===== src/rtl/lfsr_pkg.sv =====
`default_nettype none
// ============================================================================
//  Module  : lfsr_pkg
//  Purpose : Shared definitions for the PRBS generator/checker: checker state
//            encoding, default Galois tap mask for the 32-bit polynomial and a
//            reference Galois step function.
//  Ports   : (package, none)
//  Rev     : 1.0  initial release
// ============================================================================
package lfsr_pkg;

  // Checker state: hunting for alignment, or locked and free-running.
  typedef enum logic [0:0] {
    ST_HUNT   = 1'b0,
    ST_LOCKED = 1'b1
  } chk_state_e;

  // x^32 + x^22 + x^2 + x + 1 in right-shifting Galois form.
  localparam logic [31:0] c_default_taps = 32'h0020_0003;

  // Galois step on a state of up to 64 bits; bits at or above width are zero.
  // n[width-1] = fb, n[i] = s[i+1] ^ (taps[i] & fb) below that.
  function automatic logic [63:0] lfsr_step64(input logic [63:0] s,
                                              input logic        fb,
                                              input logic [63:0] taps,
                                              input int unsigned width);
    logic [63:0] n;
    n = '0;
    for (int i = 0; i < 64; i++) begin
      if (i == int'(width) - 1) begin
        n[i] = fb;
      end else if (i < int'(width) - 1) begin
        n[i] = s[i+1] ^ (taps[i] & fb);
      end
    end
    return n;
  endfunction

endpackage
`default_nettype wire


===== src/rtl/lfsr_galois_step.sv =====
`default_nettype none
// ============================================================================
//  Module  : lfsr_galois_step
//  Purpose : Combinational one-step Galois LFSR update with external feedback
//            bit, so the same block serves a free-running generator and a
//            checker that feeds back received data.
//  Ports   : state_i [WIDTH] current state
//            fb_i    [1]     feedback bit (shifted into the top, XORed at taps)
//            next_o  [WIDTH] next state
//  Rev     : 1.0  initial release
// ============================================================================
module lfsr_galois_step
  import lfsr_pkg::*;
#(
  parameter int               WIDTH = 32,
  parameter logic [WIDTH-1:0] TAPS  = WIDTH'(c_default_taps)
) (
  input  logic [WIDTH-1:0] state_i,
  input  logic             fb_i,
  output logic [WIDTH-1:0] next_o
);

  // The LSB is consumed only as the feedback source by the caller.
  logic unused_lsb;
  assign unused_lsb = state_i[0];

  assign next_o[WIDTH-1] = fb_i;

  for (genvar i = 0; i < WIDTH - 1; i++) begin : g_bit
    assign next_o[i] = state_i[i+1] ^ (TAPS[i] & fb_i);
  end

endmodule
`default_nettype wire


===== src/rtl/lfsr_prbs_genchk.sv =====
`default_nettype none
// ============================================================================
//  Module  : lfsr_prbs_genchk
//  Purpose : Galois-LFSR PRBS generator plus self-synchronising checker.
//            Checker hunts for LOCK_CNT consecutive matches using received-bit
//            feedback, then free-runs, counting bit errors per WINDOW and
//            dropping lock when ERR_LIMIT errors land in one window.
//  Ports   : clk_i, rst_i (sync, active high)
//            enable_i, load_i, seed_i[WIDTH], inject_err_i  -> generator
//            tx_bit_o, tx_valid_o                           <- generator
//            rx_bit_i, rx_valid_i, err_clr_i                -> checker
//            locked_o, loss_of_lock_o, err_cnt_o[ERR_W]     <- checker
//  Rev     : 1.0  initial release
// ============================================================================
module lfsr_prbs_genchk
  import lfsr_pkg::*;
#(
  parameter int               WIDTH     = 32,
  parameter logic [WIDTH-1:0] TAPS      = WIDTH'(c_default_taps),
  parameter int               LOCK_CNT  = 64,
  parameter int               WINDOW    = 1024,
  parameter int               ERR_LIMIT = 16,
  parameter int               ERR_W     = 16
) (
  input  logic             clk_i,
  input  logic             rst_i,
  input  logic             enable_i,
  input  logic             load_i,
  input  logic [WIDTH-1:0] seed_i,
  input  logic             inject_err_i,
  output logic             tx_bit_o,
  output logic             tx_valid_o,
  input  logic             rx_bit_i,
  input  logic             rx_valid_i,
  input  logic             err_clr_i,
  output logic             locked_o,
  output logic             loss_of_lock_o,
  output logic [ERR_W-1:0] err_cnt_o
);

  localparam int c_match_w = $clog2(LOCK_CNT + 1);
  localparam int c_win_w   = $clog2(WINDOW);
  localparam int c_werr_w  = $clog2(ERR_LIMIT + 1);

  localparam logic [c_match_w-1:0] c_lock_cnt  = c_match_w'(LOCK_CNT);
  localparam logic [c_win_w-1:0]   c_win_last  = c_win_w'(WINDOW - 1);
  localparam logic [c_werr_w-1:0]  c_err_limit = c_werr_w'(ERR_LIMIT);

  // --------------------------------------------------------------------------
  // Generator
  // --------------------------------------------------------------------------
  logic [WIDTH-1:0] gen_q, gen_d, gen_step;
  logic             tx_bit_q, tx_bit_d;
  logic             tx_valid_q, tx_valid_d;

  lfsr_galois_step #(.WIDTH(WIDTH), .TAPS(TAPS)) u_gen_step (
    .state_i (gen_q),
    .fb_i    (gen_q[0]),
    .next_o  (gen_step)
  );

  always_comb begin
    gen_d      = gen_q;
    tx_bit_d   = tx_bit_q;
    tx_valid_d = 1'b0;
    if (load_i) begin
      // The all-zero state is a lock-up state for an XOR LFSR.
      gen_d = (seed_i == '0) ? WIDTH'(1) : seed_i;
    end else if (enable_i) begin
      tx_bit_d   = gen_q[0] ^ inject_err_i;
      gen_d      = gen_step;
      tx_valid_d = 1'b1;
    end
  end

  // --------------------------------------------------------------------------
  // Checker
  // --------------------------------------------------------------------------
  chk_state_e          state_q, state_d;
  logic [WIDTH-1:0]    chk_q, chk_d, chk_step;
  logic                chk_fb;
  logic                miss;
  logic                err_hit;
  logic [c_match_w-1:0] match_q, match_d;
  logic [c_win_w-1:0]   win_q, win_d;
  logic [c_werr_w-1:0]  werr_q, werr_d, werr_inc;
  logic [ERR_W-1:0]     err_q, err_d;
  logic                 lol_q, lol_d;

  // While hunting, the received bit drives feedback so any state error is
  // flushed out after WIDTH bits; once locked, the checker free-runs so line
  // errors cannot corrupt its state.
  assign chk_fb = (state_q == ST_HUNT) ? rx_bit_i : chk_q[0];
  assign miss   = chk_q[0] ^ rx_bit_i;

  lfsr_galois_step #(.WIDTH(WIDTH), .TAPS(TAPS)) u_chk_step (
    .state_i (chk_q),
    .fb_i    (chk_fb),
    .next_o  (chk_step)
  );

  always_comb begin
    state_d  = state_q;
    chk_d    = chk_q;
    match_d  = match_q;
    win_d    = win_q;
    werr_d   = werr_q;
    lol_d    = 1'b0;
    err_hit  = 1'b0;
    werr_inc = werr_q + c_werr_w'(miss);
    if (rx_valid_i) begin
      chk_d = chk_step;
      case (state_q)
        ST_HUNT: begin
          match_d = miss ? '0 : match_q + 1'b1;
          if (match_d == c_lock_cnt) begin
            state_d = ST_LOCKED;
            win_d   = '0;
            werr_d  = '0;
          end
        end
        ST_LOCKED: begin
          err_hit = miss;
          if (win_q == c_win_last) begin
            win_d  = '0;
            werr_d = '0;
          end else begin
            win_d  = win_q + 1'b1;
            werr_d = werr_inc;
          end
          // Limit check uses the pre-wrap count so the window-end bit still
          // forces loss of lock.
          if (werr_inc == c_err_limit) begin
            state_d = ST_HUNT;
            match_d = '0;
            lol_d   = 1'b1;
          end
        end
        default: state_d = ST_HUNT;
      endcase
    end
  end

  // Clear wins over increment, but an error in the clearing cycle still counts.
  always_comb begin
    err_d = err_q;
    if (err_clr_i) begin
      err_d = err_hit ? ERR_W'(1) : '0;
    end else if (err_hit && !(&err_q)) begin
      err_d = err_q + 1'b1;
    end
  end

  always_ff @(posedge clk_i) begin
    if (rst_i) begin
      gen_q      <= WIDTH'(1);
      tx_bit_q   <= 1'b0;
      tx_valid_q <= 1'b0;
      state_q    <= ST_HUNT;
      chk_q      <= WIDTH'(1);
      match_q    <= '0;
      win_q      <= '0;
      werr_q     <= '0;
      err_q      <= '0;
      lol_q      <= 1'b0;
    end else begin
      gen_q      <= gen_d;
      tx_bit_q   <= tx_bit_d;
      tx_valid_q <= tx_valid_d;
      state_q    <= state_d;
      chk_q      <= chk_d;
      match_q    <= match_d;
      win_q      <= win_d;
      werr_q     <= werr_d;
      err_q      <= err_d;
      lol_q      <= lol_d;
    end
  end

  assign tx_bit_o       = tx_bit_q;
  assign tx_valid_o     = tx_valid_q;
  assign locked_o       = (state_q == ST_LOCKED);
  assign loss_of_lock_o = lol_q;
  assign err_cnt_o      = err_q;

endmodule
`default_nettype wire


===== config.mk =====
export PLATFORM = sky130hd
export DESIGN_NAME = lfsr_prbs_genchk
export DESIGN_NICKNAME = d
export VERILOG_FILES = /design/src/rtl/lfsr_pkg.sv /design/src/rtl/lfsr_galois_step.sv /design/src/rtl/lfsr_prbs_genchk.sv
export SDC_FILE = /design/constraint.sdc
export NUM_CORES = 1
export LEC_CHECK = 0
export CAP_MARGIN = 10
export CORE_MARGIN = 5
export CORE_UTILIZATION = 50
export CTS_CLUSTER_DIAMETER = 50
export DETAILED_ROUTE_END_ITERATION = 7
export PLACE_DENSITY = 0.74
export SETUP_SLACK_MARGIN = 0.02
export SLEW_MARGIN = 20
export SYNTH_ARGS = -nofsm -noshare
export SYNTH_HDL_FRONTEND = slang
export SYNTH_SLANG_ARGS = --single-unit

===== constraint.sdc =====
create_clock -name clk_i -period 3.9 [get_ports clk_i]
set_clock_uncertainty 0.2 [all_clocks]
set_input_delay 1.17 -clock clk_i [delete_from_list [all_inputs] [get_ports clk_i]]
set_output_delay 1.17 -clock clk_i [all_outputs]
set_load 0.02 [all_outputs]

# --- Yosys cells after proc, flatten, opt, wreduce, memory -nomap -nowiden ---
# Cells that the tools add are included.
word_totals:
  word_cells: 64
  romBits: 0
  latch_bits: 0
  register_bits: 106
  input_bits: 40
  ramBits: 0
  memories: 0
classes:
  bitwise_logic: 11
  n_eq_ne: 5
  reduce_logical: 11
  n_addsub: 4
  div: 0
  multipliers: 0
  n_lt_le_gt_ge: 0
  mux: 23
  n_shift: 0
ops:
  columns: ["operator", "count"]
  rows:
  - ["$mux 32", 3]
  - ["$logic_not 32->1", 1]
  - ["$mux 16", 2]
  - ["$mux 10", 2]
  - ["$pmux 10 s2", 1]
  - ["$add 16x1->16 const B", 1]
  - ["$reduce_and 16->1", 1]
  - ["$mux 7", 2]
  - ["$pmux 7 s2", 1]
  - ["$add 10x1->10 const B", 1]
  - ["$eq 10x10->1 const B", 1]
  - ["$mux 5", 2]
  - ["$pmux 5 s2", 1]
  - ["$mux 1", 8]
  - ["$xor 1x1->1", 8]
  - ["$add 7x1->7 const B", 1]
  - ["$eq 7x7->1 const B", 1]
  - ["$reduce_and 2->1", 3]
  - ["$add 5x1->5", 1]
  - ["$eq 5x5->1 const B", 1]
  - ["$ne 2x1->1 const B", 2]
  - ["$reduce_bool 2->1", 2]
  - ["$not 1->1", 3]
  - ["$reduce_or 3->1", 1]
  - ["other kinds (4)", 4]

# --- Logic depth before layout (Yosys ltp) ---
# Gate-level depths: netlist of the first run.
depth:
  depth_word: 6
  mapped_depth: 9
  depth_no_buf: 9

# --- Modules after synthesis ---
# From an unflattened synthesis of the first run, not the netlist that was laid out.
hier_totals:
  cells_unflattened: 615
  hier_area_um2: 5263.8
by_module_without_submodules:
  columns: ["module", "instances", "area_per_inst_um2", "seq_area_each_um2", "cells_per_inst"]
  rows:
  - ["lfsr_prbs_genchk", 1, 4775.8, 2122.0, 551]
  - ["lfsr_galois_step", 2, 244.0, 0.0, 32]

# --- Worst setup path after synthesis of the first run ---
# OpenSTA, ideal clock, no wires.
synth_timing:
  path_type: "input to register"
  from: "in rx_bit_i"
  to: "reg match_q[2]"
  stages: 9
  required_time_ns: 3.568
  arrival_ns: 2.802
  setup_time_ns: 0.132
  n_path_buf: 0
  setup_slack_ns: 0.766
  path_cell_list: "xnor2_2 > inv_2 > ha_1 > ha_1 > nor2b_1 > nor4_1 > a31oi_1 > o21ai_0 > a21oi_1"
synth_via:
  elab_chain_len: 5
  elab_cells_between_ends: 7
  cone_classes: "1 x add/sub; 2 x eq/ne; 2 x mux; 1 x bitwise; 1 x reduce/logical"
synth_rtl:
  columns: ["item", "line", "source"]
  rows:
  - ["start, declared", "lfsr_prbs_genchk.sv:33", "input logic rx_bit_i,"]
  - ["$xor 1x1->1 (*)", "lfsr_prbs_genchk.sv:94", "assign miss = chk_q[0] ^ rx_bit_i;"]
  - ["$add 5x1->5", "lfsr_prbs_genchk.sv:110", "werr_inc = werr_q + c_werr_w'(miss);"]
  - ["$eq 5x5->1", "lfsr_prbs_genchk.sv:133", "if (werr_inc == c_err_limit) begin"]
  - ["$ne 2x1->1 (no line)", null, null]
  - ["$reduce_and 2->1 (no line)", null, null]
  - ["end signal, assigned", "lfsr_prbs_genchk.sv:172", "match_q <= match_d;"]
  - ["end, declared", "lfsr_prbs_genchk.sv:84", "logic [c_match_w-1:0] match_q, match_d;"]
# Every way passes the cells marked *; elsewhere a longest branch is shown, timed or not.
# A chain may end at the register's enable or synchronous reset.

# --- Worst setup path in the final report of the first run ---
layout_timing:
  from: "in rx_bit_i"
  to: "reg match_q[3]"
# The elaborated chain is that of the path after synthesis.

==> flow_summary.yaml, run 1 <==
pwr:
  totalPowerFinal_mw: 1.99
  leakagePower_nw: 2.12
  p_per_area_mw_per_mm2: 351
  vdd_drop_max_v: 0.000243
sta:
  finalCriticalPeriod_ns: 3.50
  hold_ws_ns: 0.297
  maxSlewHeadroom_pct: 33.6
  final.period_utilization_pct: 89.7
  grt_setup_unrepaired: "false"
  tightestPinTransition_ns: 0.995
  drv_slew: 0
  setup_violations: 0
  setup_tns_ns: 0
  fmax_mhz: 286
  hold_viol: 0
floorplanning:
  dieWidth_um: 108
  coreArea_mm2: 0.00933
  initial_core_util_pct: 51.7
  fp.dieH_um: 108
  pin_count: 60
  die_area_mm2: 0.0117
  rows: 35
setup_path:
  path_common_cell: "ha_1"
  cpMaxStageDelayCell: "clkdlybuf4s50_1"
  cpPeakStageDelay_ns: 0.51
  worstSetupStartpoint: "rx_bit_i"
  timing_worst_setup_path_type: "primary input to flip-flop"
  r2r_slack_ns: 1.32
  worst_r2r_endpoint: "match_q[3]"
  reg2reg_depth: 9
  arrival_ns: 3.51
  startpoint_type: "primary input"
  crit_path_end: "match_q[3]"
  critical_path.max_fanout: 7
  crit_required_ns: 3.91
  critPathCaptureType: "flip-flop"
  worst_r2r_startpoint: "chk_q[0]"
  cp_cell_sequence: "clkdlybuf4s50_1 -> xnor2_2 -> inv_2 -> ha_1 -> ha_1 -> nor2b_1 -> nor4_1 -> a31oi_1 -> o21ai_0 -> a21oi_1"
finish:
  final_common_cell: "nor2_1"
  drive_gt1_share_pct: 7.13
  fill_cells: 820
  final_cell_mix: "nor2_1 (122), dfxtp_1 (106), mux2i_1 (62), clkdlybuf4s50_1 (55), a21oi_1 (43)"
  syn2layout_area_growth_pct: 17.2
  finalNetCount: 643
  diodes: 0
  finish.instance_area_mm2: 0.00566
synthesis:
  synthDistinctLibCells: 50
  synth_area_mm2: 0.00482
  syn-instance-count: 554
  synth_ff_type: "dfxtp_1"
  synth_area_leaders: "dfxtp_1 (44%), mux2i_1 (13%), nor2_1 (9.5%)"
  synth_top_area_share_pct: 44.0
  avgSynthCellArea_um2: 8.71
  ys_seq_elements: 106
  synth_top_area_cell: "dfxtp_1"
  yosys_warnings: 0
  yosysSeqAreaShare_pct: 44.0
  synth_edf_count: 0
  syn_nets: 599
  async_reset_ff_share_pct: 0
clocking:
  cts.repair.resized: 0
  hold_buffers: 0
  cts_max_path_buffers: 2
  cts_tree: "yes"
  htreeDepth: 3
  root_buffer: "clkbuf_8"
  post_cts_buffers: 0
  cts.sinks: 106
  numCtsBuffers: 9
  clk_latency_ns: 0.36
  cts.clk_slew.worst_paths_ns: 0.10
grt:
  grt_pass1_wl_um: 16300
  grt_pass1_vias: 3777
  antenna_found_initial: 0
  grt_overflow_total: 0
  grt_usage_pct: 16.8
  grt_max_degree: 79
detailed_routing:
  firstDrtPassIters: 4
  wl_per_cell_um: 13.1
  ant_nets: 0
  vias_per_cell: 5.36
  drt_iter0_markers: 180
  wl_um: 9570
  vias: 3924
  drc: 0
flow_run:
  drv_cap: 0
worst_hold_path:
  hold_class: "flip-flop to flip-flop"
place:
  portBuffers: 59
  place_area_mm2: 0.00546
  gp_congestion: 0.844
  hpwlAfterDp_um: 6670
outcome:
  outcome: "finished, final reports clean"
## stage by stage
step | worst slack (ns) | instances | utilization (%)
2_1_floorplan | 0.766 | 554 | -
3_5_place_dp | 0.0406 | 716 | 58.5
5_1_grt | 0.278 | 732 | 60.6
4_1_cts | 0.428 | 732 | 60.6
6_report | 0.403 | 732 | 60.6
3_3_place_gp | 0.159 | 716 | 58.5
## per-layer routing
| metal | vias up | track usage (%) | wire, µm |
|---|---|---|---|
| li1 | 2026 | - | - |
| met1 | 1815 | 20.3 | 4350 |
| met2 | 77 | 29.8 | 4700 |
| met3 | 6 | 3.70 | 446 |
| met4 | 0 | 5.05 | 61 |
| met5 | - | 0 | 0 |
## power breakdown
group          leakage, nW  switching (mW)  internal [mW]  total (mW)
combinational         1.16          0.0969         0.0911       0.188
clock               0.0966           0.359          0.316       0.675
sequential           0.862          0.0161           1.11        1.12
## layout make-up
type	instances	area, µm²	area share [%]
Tap cell	129	161	2.85
Clock inverter	4	51.3	0.907
Inverter	13	48.8	0.863
Clock buffer	12	145	2.57
Timing Repair Buffer	63	601	10.6
Multi-Input combinational cell	405	2530	44.7
Sequential cell	106	2120	37.5
## kinds of logic after synthesis
family / Yosys count / synth area share [%]
and+or+nand+nor: 227 / 23.0
DFF: 106 / 44.0
AOI/OAI and AO/OA: 88 / 10.9
muxes: 62 / 12.9
adders and majority gates: 5 / 1.30
xor gates and xnor gates: 23 / 4.33
buffers and inverters: 43 / 3.66
## synthesized netlist by cell type, types with 5 or more instances
library cell and instances:
nor2_1 122, dfxtp_1 106, mux2i_1 62, a21oi_1 43, clkbuf_1 19, nand3_1 19
xnor2_1 18, o21ai_0 17, nand2_1 14, inv_1 12, nor3_1 11, nor4_1 10
nand4_1 8, or3_1 7, buf_2 6, nor2b_1 6, a211oi_1 5, and3_1 5
ha_1 5
## state kept, by name (all words and copies together), names as in the netlist, 5 cells and up
register,cells
werr_q,5
gen_q,32
win_q,10
chk_q,32
match_q,7
err_cnt_o,16
## worst min path at each step
stage / from / to / slack [ns] / cells after the start
floorplan: chk_q[10] / chk_q[10] / 0.26 / 2
global placement: chk_q[16] / chk_q[16] / 0.27 / 2
detailed placement: chk_q[11] / chk_q[10] / 0.28 / 2
CTS: chk_q[31] / chk_q[31] / 0.30 / 2
global route: chk_q[30] / chk_q[30] / 0.32 / 2
finish: chk_q[31] / chk_q[31] / 0.30 / 2
## worst max-delay path, delay by kind of cell
family	cells	cell delay (ns)
compound gates	3	0.67
xor+xnor	1	0.14
fa+ha+maj	2	0.41
buf+inv	2	0.59
simple gates	2	0.54
(Power assumes the default switching activity.)
==> inputs of run 2 (changes only) <==
--- a/config.mk
+++ b/config.mk
@@ -16,3 +16,4 @@
 export SYNTH_ARGS = -nofsm -noshare
 export SYNTH_HDL_FRONTEND = slang
 export SYNTH_SLANG_ARGS = --single-unit
+export TNS_END_PERCENT = 1
==> results of run 2 <==
Final layout, timing and power as in run 1 (identical DEF).
==> inputs of run 3 (changes only) <==
--- a/config.mk
+++ b/config.mk
@@ -11,7 +11,7 @@
 export CTS_CLUSTER_DIAMETER = 50
 export DETAILED_ROUTE_END_ITERATION = 7
 export PLACE_DENSITY = 0.74
-export SETUP_SLACK_MARGIN = 0.02
+export SETUP_SLACK_MARGIN = 0.4
 export SLEW_MARGIN = 20
 export SYNTH_ARGS = -nofsm -noshare
 export SYNTH_HDL_FRONTEND = slang
==> constraint.sdc (replaced) <==
create_clock -name clk_i -period 3.9 [get_ports clk_i]
set_clock_uncertainty 0.2 [all_clocks]
set_input_delay 1.17 -clock clk_i [delete_from_list [all_inputs] [get_ports clk_i]]
set_output_delay 1.17 -clock clk_i [all_outputs]
set_load 0.01 [all_outputs]
==> flow_summary.yaml, run 3 (synthesized netlist as in run 1, its figures left out) <==
sta:
  final.period_utilization_pct: 85.1
  finalCriticalPeriod_ns: 3.32
  grt_setup_unrepaired: "false"
  drv_slew: 0
  tightestPinTransition_ns: 0.996
  setup_violations: 0
  setup_tns_ns: 0
  maxSlewHeadroom_pct: 33.6
  hold_viol: 0
  fin_ws_ns: 0.581
  fmax_mhz: 301
grt:
  grt_pass1_vias: 3777
  grtUsageMet3_pct: 3.70
  met2_usage_pct: 29.8
  antenna_found_initial: 0
  grt_usage_pct: 16.8
  grt_overflow_total: 0
  met1_usage_pct: 20.3
  grt_max_degree: 79
  top_usage_layer: "met2"
  grt_pass1_wl_um: 16300
clocking:
  post_cts_buffers: 0
  root_buffer: "clkbuf_8"
  cts_max_path_buffers: 2
  clk_latency_ns: 0.36
  cts_tree: "yes"
  cts.sinks: 106
  cts.clk_slew.worst_paths_ns: 0.10
  htreeDepth: 3
  numCtsBuffers: 9
setup_path:
  timing_worst_setup_path_type: "primary input to flip-flop"
  reg2reg_depth: 9
  critPathCaptureType: "flip-flop"
  crit_required_ns: 3.91
  worst_r2r_startpoint: "chk_q[0]"
  worst_r2r_endpoint: "match_q[3]"
  r2r_slack_ns: 1.49
  startpoint_type: "primary input"
  worstSetupStartpoint: "rx_bit_i"
  arrival_ns: 3.33
  critical_path.max_fanout: 7
detailed_routing:
  drt_iter0_markers: 201
  firstDrtPassIters: 5
  ant_nets: 0
  drc: 0
  vias: 3939
  wl_per_cell_um: 13.2
  vias_per_cell: 5.38
  wl_um: 9630
pwr:
  totalPowerFinal_mw: 1.99
  p_per_area_mw_per_mm2: 350
  vdd_drop_max_v: 0.000243
  leakagePower_nw: 2.13
floorplanning:
  fp.dieH_um: 108
  dieWidth_um: 108
  die_area_mm2: 0.0117
  coreArea_mm2: 0.00933
  rows: 35
  initial_core_util_pct: 51.7
  pin_count: 60
worst_hold_path:
  hold_start: "chk_q[31]"
  worst_hold_path.endpoint: "chk_q[31]"
  hold_class: "flip-flop to flip-flop"
  hold_depth: 2
place:
  gp_congestion: 0.844
  dp_slack_ns: 0.0406
  place_inst: 716
  hpwlAfterDp_um: 6670
  portBuffers: 59
finish:
  fill_cells: 816
  final_cell_mix: "nor2_1 (122), dfxtp_1 (106), mux2i_1 (62), clkdlybuf4s50_1 (55), a21oi_1 (43)"
  fin_cells: 732
  drive_gt1_share_pct: 7.46
  syn2layout_area_growth_pct: 17.8
  finalNetCount: 643
  final_common_cell: "nor2_1"
  diodes: 0
outcome:
  outcome: "finished, final reports clean"
flow_run:
  drv_cap: 0
-- run 3: worst max-delay path by stage --
stage	slack [ns]	end	cells after the start
2_1_floorplan	0.77	match_q[2]	9
3_3_place_gp	0.16	match_q[4]	10
3_5_place_dp	0.04	match_q[3]	10
4_1_cts	0.43	match_q[3]	10
5_1_grt	0.47	match_q[3]	10
6_report	0.58	match_q[3]	10
-- run 3: repair_timing --
item	4_1_cts	5_1_grt
setup endpoints to repair	0	6
hold endpoints to repair	0	0
gates resized for setup	0	4
hold buffers	0	0
-- run 3: power breakdown --
part / switching [mW] / total [mW] / internal (mW)
registers: 0.0161 / 1.12 / 1.11
clock network: 0.361 / 0.676 / 0.316
logic: 0.0978 / 0.190 / 0.0921
-- run 3: per-stage QoR --
step                      utilization [%]  area, µm²  hold WS (ns)
final                                61.0       5690         0.296
after global routing                 61.0       5690         0.324
after CTS                            60.6       5660         0.300
after detailed placement             58.5       5460         0.283
after global placement               58.5       5460         0.272
after floorplan                         -       4820         0.260
-- run 3: routing by layer --
layer	wire length [µm]	up-vias
met3	396	8
met4	98	0
li1	-	2025
met5	0	-
met2	4710	74
met1	4430	1832
-- run 3: critical path: stages --
cell and delay [ns]:
clkdlybuf4s50_1 0.51, xnor2_2 0.14, inv_2 0.08, ha_1 0.19, ha_1 0.21, nor2b_1 0.18, nor4_4 0.35, a31oi_4 0.19
o21ai_0 0.22, a21oi_1 0.09
-- run 3: final cells by class --
cell class	instances	area [µm²]	area share, %
Multi-Input combinational cell	405	2560	45.0
Inverter	13	48.8	0.858
Clock inverter	4	51.3	0.902
Sequential cell	106	2120	37.3
Timing Repair Buffer	63	601	10.6
Tap cell	129	161	2.84
Clock buffer	12	145	2.55
